File: config.mk
export PLATFORM = sky130hd
export DESIGN_NAME = data_mem_uart_tx
export DESIGN_NICKNAME = d
export VERILOG_FILES = /design/src/rtl/data_mem_uart_tx.sv
export SDC_FILE = /design/constraint.sdc
export NUM_CORES = 1
export LEC_CHECK = 0
export BUFFER_PORTS_ARGS = -buffer_cell sky130_fd_sc_hd__buf_2
export CAP_MARGIN = 0
export CELL_PAD_IN_SITES_DETAIL_PLACEMENT = 1
export CELL_PAD_IN_SITES_GLOBAL_PLACEMENT = 1
export CORE_MARGIN = 3
export CORE_UTILIZATION = 45
export CTS_BUF_LIST = sky130_fd_sc_hd__clkbuf_16
export DETAILED_ROUTE_END_ITERATION = 16
export GPL_TIMING_DRIVEN = 1
export PLACE_DENSITY_LB_ADDON = 0.1
export SLEW_MARGIN = 10
export SYNTH_ARGS = -nofsm -noshare
export SYNTH_HDL_FRONTEND = slang
export SYNTH_SLANG_ARGS = --single-unit
File: constraint.sdc
create_clock -name clk -period 4.6 [get_ports clk]
set_input_delay 0.46 -clock clk [delete_from_list [all_inputs] [get_ports clk]]
set_output_delay 0.46 -clock clk [all_outputs]
set_load 0.03 [all_outputs]
File: src/rtl/data_mem_uart_tx.sv
// data_mem_uart_tx: reads a contiguous block of data memory and sends each word
// over an 8N1 UART line, least-significant byte first.
module data_mem_uart_tx #(
    parameter int DATA_MEM_WIDTH = 24,
    parameter int DATA_MEM_ADDR_WIDTH = 12,
    parameter int CLKS_PER_BIT = 5208
) (
    input  logic                           clk,
    input  logic                           rstN,
    input  logic                           start,
    input  logic [DATA_MEM_ADDR_WIDTH-1:0] startAddr,
    input  logic [DATA_MEM_ADDR_WIDTH:0]   wordCount,
    output logic [DATA_MEM_ADDR_WIDTH-1:0] memAddr,
    input  logic [DATA_MEM_WIDTH-1:0]      memRdData,
    output logic                           tx,
    output logic                           busy,
    output logic                           done
);
    localparam int BYTES_PER_WORD = (DATA_MEM_WIDTH + 7) / 8;
    localparam int BUF_W = BYTES_PER_WORD * 8;
    localparam int CNT_W = $clog2(CLKS_PER_BIT);
    localparam int BYTE_W = BYTES_PER_WORD > 1 ? $clog2(BYTES_PER_WORD) : 1;
    localparam int WC_W = DATA_MEM_ADDR_WIDTH + 1;

    typedef enum logic [2:0] {IDLE, FETCH, LOAD, START, DATA, STOP} stateT;

    stateT              state;
    logic [CNT_W-1:0]   baudCnt;
    logic [2:0]         bitIdx;
    logic [BYTE_W-1:0]  byteIdx;
    logic [WC_W-1:0]    wordsLeft;
    logic [BUF_W-1:0]   wordBuf;
    logic               bitEnd;

    assign bitEnd = baudCnt == CNT_W'(CLKS_PER_BIT - 1);
    assign busy = state != IDLE;

    // tx is updated on the same edge as the state change, so the line always
    // reflects the bit belonging to the state just entered.
    always_ff @(posedge clk) begin
        if (!rstN) begin
            state     <= IDLE;
            memAddr   <= '0;
            tx        <= 1'b1;
            done      <= 1'b0;
            baudCnt   <= '0;
            bitIdx    <= '0;
            byteIdx   <= '0;
            wordsLeft <= '0;
            wordBuf   <= '0;
        end else begin
            done    <= 1'b0;
            baudCnt <= (state inside {START, DATA, STOP}) && !bitEnd ? baudCnt + 1'b1 : '0;
            case (state)
                IDLE: if (start) begin
                    memAddr   <= startAddr;
                    wordsLeft <= wordCount;
                    if (wordCount == '0) done <= 1'b1;
                    else state <= FETCH;
                end
                FETCH: state <= LOAD;
                LOAD: begin
                    wordBuf <= BUF_W'(memRdData);
                    byteIdx <= '0;
                    bitIdx  <= '0;
                    tx      <= 1'b0;
                    state   <= START;
                end
                // The buffer shifts right one bit per data bit, so bytes leave LSB first.
                START: if (bitEnd) begin
                    tx      <= wordBuf[0];
                    wordBuf <= wordBuf >> 1;
                    state   <= DATA;
                end
                DATA: if (bitEnd) begin
                    if (bitIdx == 3'd7) begin
                        tx    <= 1'b1;
                        state <= STOP;
                    end else begin
                        tx      <= wordBuf[0];
                        wordBuf <= wordBuf >> 1;
                        bitIdx  <= bitIdx + 1'b1;
                    end
                end
                STOP: if (bitEnd) begin
                    if (byteIdx != BYTE_W'(BYTES_PER_WORD - 1)) begin
                        byteIdx <= byteIdx + 1'b1;
                        bitIdx  <= '0;
                        tx      <= 1'b0;
                        state   <= START;
                    end else if (wordsLeft != WC_W'(1)) begin
                        wordsLeft <= wordsLeft - 1'b1;
                        memAddr   <= memAddr + 1'b1;
                        state     <= FETCH;
                    end else begin
                        done  <= 1'b1;
                        state <= IDLE;
                    end
                end
                default: state <= IDLE;
            endcase
        end
    end
endmodule

==> flow_summary.html <==
<table>
<tr><th>Metric</th><th>Value</th></tr>
<tr><th colspan="2">Status</th></tr>
<tr><td>Result of the run</td><td>complete, no violations</td></tr>
<tr><th colspan="2">Synthesis</th></tr>
<tr><td>Async set-or-reset flop fraction in the synthesized netlist</td><td>0%</td></tr>
<tr><td>Synthesized cell area</td><td>3940 sq um</td></tr>
<tr><td>Fraction of the yosys area taken by sequential cells</td><td>36.6%</td></tr>
<tr><td>Xor and xnor area share after synthesis</td><td>2.67%</td></tr>
<tr><td>Simple logic cell fraction of the synthesized area</td><td>22.9%</td></tr>
<tr><td>Largest family of logic cells by synthesized area</td><td>compound AO/OA/AOI/OAI gates</td></tr>
<tr><td>Adder-cell share of the synthesized area</td><td>2.22%</td></tr>
<tr><td>Distinct cell type count of the synthesized netlist</td><td>65</td></tr>
<tr><td>Count of yosys warnings during synthesis</td><td>0</td></tr>
<tr><td>Area fraction in compound gates after synthesis</td><td>24.1%</td></tr>
<tr><td>Number of synthesized flops with an enable pin</td><td>0</td></tr>
<tr><td>Synthesized area divided by synthesized cell count</td><td>8.46 sq um</td></tr>
<tr><td>Net count of the mapped netlist</td><td>525</td></tr>
<tr><td>Most instantiated flip-flop cell in the synthesis netlist</td><td>dfxtp_1</td></tr>
<tr><td>Seq cells post-synth</td><td>72</td></tr>
<tr><td>Mux contribution to synthesized area</td><td>6.35%</td></tr>
<tr><td>Number of instances in the synthesized netlist</td><td>466</td></tr>
<tr><th colspan="2">Worst hold path</th></tr>
<tr><td>Hold/Removal Path Class</td><td>input port to register</td></tr>
<tr><td>Hold Path Stages</td><td>3</td></tr>
<tr><td>Start point of the worst hold path</td><td>memRdData[23]</td></tr>
<tr><td>Hold endpoint</td><td>wordBuf[23]</td></tr>
<tr><th colspan="2">CTS</th></tr>
<tr><td>Clock sinks</td><td>72</td></tr>
<tr><td>TritonCTS clock tree</td><td>done</td></tr>
<tr><td>Buffer count from post-CTS setup fixing</td><td>0</td></tr>
<tr><td>Maximum root-to-sink buffer count</td><td>2</td></tr>
<tr><td>Hold buffer count at CTS</td><td>0</td></tr>
<tr><td>Clock Pin Slew Worst Setup and Hold Paths</td><td>0.06 ns</td></tr>
<tr><td>H-tree Lvls</td><td>3</td></tr>
<tr><td>Skew-Pair Late Insertion Delay</td><td>0.33 ns</td></tr>
<tr><td>Resized cells post-CTS</td><td>0</td></tr>
<tr><td>TritonCTS buffer count</td><td>9</td></tr>
<tr><td>Cell at the root of the clock tree</td><td>clkbuf_16</td></tr>
<tr><th colspan="2">Worst setup path</th></tr>
<tr><td>Required time worst endpoint</td><td>4.82 ns</td></tr>
<tr><td>Reg2Reg Depth</td><td>5</td></tr>
<tr><td>Setup crit start kind</td><td>register</td></tr>
<tr><td>Category of the most critical setup path</td><td>register to register</td></tr>
<tr><td>Data arrival time at the worst-slack endpoint</td><td>2.88 ns</td></tr>
<tr><td>Register-to-register path setup slack</td><td>1.94 ns</td></tr>
<tr><td>Largest driver fanout on the critical path</td><td>19</td></tr>
<tr><td>Reg-to-reg critical path endpoint</td><td>memAddr[8]</td></tr>
<tr><td>Reg-to-Reg Start</td><td>state[0]</td></tr>
<tr><td>Capturing element type of the critical path</td><td>register</td></tr>
<tr><th colspan="2">Detailed routing</th></tr>
<tr><td>Wire length reported by the detailed router</td><td>11500 microns</td></tr>
<tr><td>Highest metal used</td><td>met4</td></tr>
<tr><td>Post-detailed-route DRC marker count</td><td>0</td></tr>
<tr><td>Total via count in the routed design</td><td>3696</td></tr>
<tr><td>First-pass iteration count of the detailed router</td><td>5</td></tr>
<tr><td>Via density per instance</td><td>5.92</td></tr>
<tr><td>Count of nets left with antenna violations after detail routing</td><td>0</td></tr>
<tr><td>Detailed-routing wirelength on met1</td><td>4980 microns</td></tr>
<tr><td>First DRT Iteration DRCs</td><td>146</td></tr>
<tr><td>WL met2</td><td>5820 microns</td></tr>
<tr><td>Routed wl met3</td><td>457 microns</td></tr>
<tr><td>Detailed-route wire length per cell</td><td>18.4 microns</td></tr>
<tr><th colspan="2">Job</th></tr>
<tr><td>Max_cap viols</td><td>0</td></tr>
<tr><th colspan="2">Pwr</th></tr>
<tr><td>Leakage dissipation</td><td>1.73 nW</td></tr>
<tr><td>Areal power density over the cells</td><td>385 nW/um^2</td></tr>
<tr><td>Worst VDD drop</td><td>262 uV</td></tr>
<tr><td>Final Total Pwr</td><td>1.78 mW</td></tr>
<tr><th colspan="2">Finish</th></tr>
<tr><td>Fin cells</td><td>624</td></tr>
<tr><td>Fraction of layout cells with a size suffix above 1</td><td>19.1%</td></tr>
<tr><td>Nets</td><td>574</td></tr>
<tr><td>Signed area change from the synthesized netlist to the final layout</td><td>17.0%</td></tr>
<tr><td>Highest-count cells in the layout ignoring fill and taps</td><td>dfxtp_1 (72), buf_2 (66), nor2_1 (56), nand2_1 (43), a211oi_1 (34)</td></tr>
<tr><td>Antenna diode count</td><td>0</td></tr>
<tr><td>Most common cell after layout, fill and taps aside</td><td>dfxtp_1</td></tr>
<tr><th colspan="2">STA</th></tr>
<tr><td>Setup-failing EPs final</td><td>0</td></tr>
<tr><td>RSZ-0062 raised after global routing</td><td>false</td></tr>
<tr><td>Post-route clock period utilization</td><td>57.8%</td></tr>
<tr><td>Final hold violations</td><td>0</td></tr>
<tr><td>Achievable clock frequency</td><td>376 MHz</td></tr>
<tr><td>Fin. max-slew vios</td><td>0</td></tr>
<tr><td>Rel. slew slack</td><td>31.3%</td></tr>
<tr><td>Final TNS setup</td><td>0 ns</td></tr>
<tr><td>Worst Hold Margin</td><td>0.417 ns</td></tr>
<tr><td>Max Clock Skew</td><td>0.00473 ns</td></tr>
<tr><td>Minimum clock period</td><td>2.66 ns</td></tr>
<tr><td>Transition time at the pin with the least slew margin</td><td>1.03 ns</td></tr>
<tr><td>Worst path setup slack after routing</td><td>1.94 ns</td></tr>
<tr><th colspan="2">Global routing</th></tr>
<tr><td>GR Util All Layers</td><td>23.5%</td></tr>
<tr><td>GRT Residual Overflow</td><td>0</td></tr>
<tr><td>Via count of the first global-routing pass</td><td>3773</td></tr>
<tr><td>Global-route wire length before repair</td><td>18800 microns</td></tr>
<tr><td>Largest net degree at the start of global routing</td><td>48</td></tr>
<tr><td>Initial antenna violation count</td><td>0</td></tr>
<tr><th colspan="2">Floorplan</th></tr>
<tr><td>Placement Rows</td><td>33</td></tr>
<tr><td>Full die area</td><td>9920 sq um</td></tr>
<tr><td>Initial core utilization</td><td>47.3%</td></tr>
<tr><td>Core area</td><td>8340 sq um</td></tr>
<tr><td># IOs</td><td>67</td></tr>
<tr><td>Die boundary width</td><td>99.6 microns</td></tr>
<tr><td>Die boundary height</td><td>99.6 microns</td></tr>
<tr><th colspan="2">Placement</th></tr>
<tr><td>Port-buffer cells</td><td>66</td></tr>
<tr><td>Final GP Congestion</td><td>0.836</td></tr>
<tr><td>DP Cell Count</td><td>609</td></tr>
<tr><td>Setup slack at placement</td><td>1.98 ns</td></tr>
<tr><td>Half-perimeter wire length of the detailed placement result</td><td>7830 microns</td></tr>
</table>
==> worst max path at each step <==
stage	end	depth (start not counted)	startpoint	slack [ns]
CTS	memAddr[8]	5	state[2]	1.95
global route	wordBuf[10]	7	baudCnt[0]	1.74
floorplan	wordsLeft[7]	7	start	2.61
finish	memAddr[8]	5	state[0]	1.94
global placement	wordsLeft[3]	5	state[1]	2.08
detailed placement	wordBuf[8]	7	baudCnt[0]	1.98
==> flip-flops by register name (all words and copies together), names as in the netlist <==
register	flops
baudCnt	13
bitIdx	3
byteIdx	2
done	1
memAddr	12
state	3
tx	1
wordBuf	24
wordsLeft	13
==> per-stage QoR <==
step	utilization [%]	instance area (sq um)
6_report	55.3	4610
5_1_grt	55.3	4610
4_1_cts	55.3	4610
3_5_place_dp	51.3	4280
3_3_place_gp	51.3	4280
2_1_floorplan	-	3940
==> report_power, final <==
group          switching (mW)  total [mW]  internal (mW)
Clock                   0.270       0.796          0.526
Combinational           0.168       0.272          0.104
Sequential             0.0427       0.710          0.667
Total                   0.480        1.78           1.30
==> worst max-delay path, stage by stage, from the launching register on <==
cell and delay [ns]:
dfxtp_1 0.55, and3b_1 0.74, and2_1 0.33, a221o_1 0.53, nor2_1 0.11, o221a_2 0.29
==> area by class of cell <==
type / instances / area (sq um)
clock buffer: 9 / 225
clock inverter: 6 / 110
fill: 1058 / 3730
inverter: 10 / 37.5
multi-input combinational: 352 / 2310
sequential: 72 / 1440
tap: 105 / 131
timing repair buffer: 70 / 360
==> cells by family after synthesis <==
kind of cell	count (synthesis)
compound gates	132
xor+xnor	12
fa+ha+maj	7
buf+inv	42
flops	72
mux	25
simple gates	176
==> Yosys cell counts, types with 9 or more instances <==
cell type / instances / share of area, %
nand3_1: 11 / 1.4
a211oi_1: 34 / 6.5
nor2_1: 56 / 5.3
dfxtp_1: 72 / 37
nand4_1: 9 / 1.4
inv_1: 9 / 0.86
a21oi_1: 28 / 3.6
nand2_1: 43 / 4.1
clkbuf_1: 18 / 1.7
mux2i_1: 25 / 6.3
o21ai_0: 19 / 2.4
==> metal layers <==
layer / up-vias / GRT usage [%]
met3: 16 / 4.84
met1: 1763 / 28.5
met4: 0 / 7.88
met2: 83 / 41.4
li1: 1834 / -
met5: - / 0
Note: power is estimated with default switching activity, not from simulation.
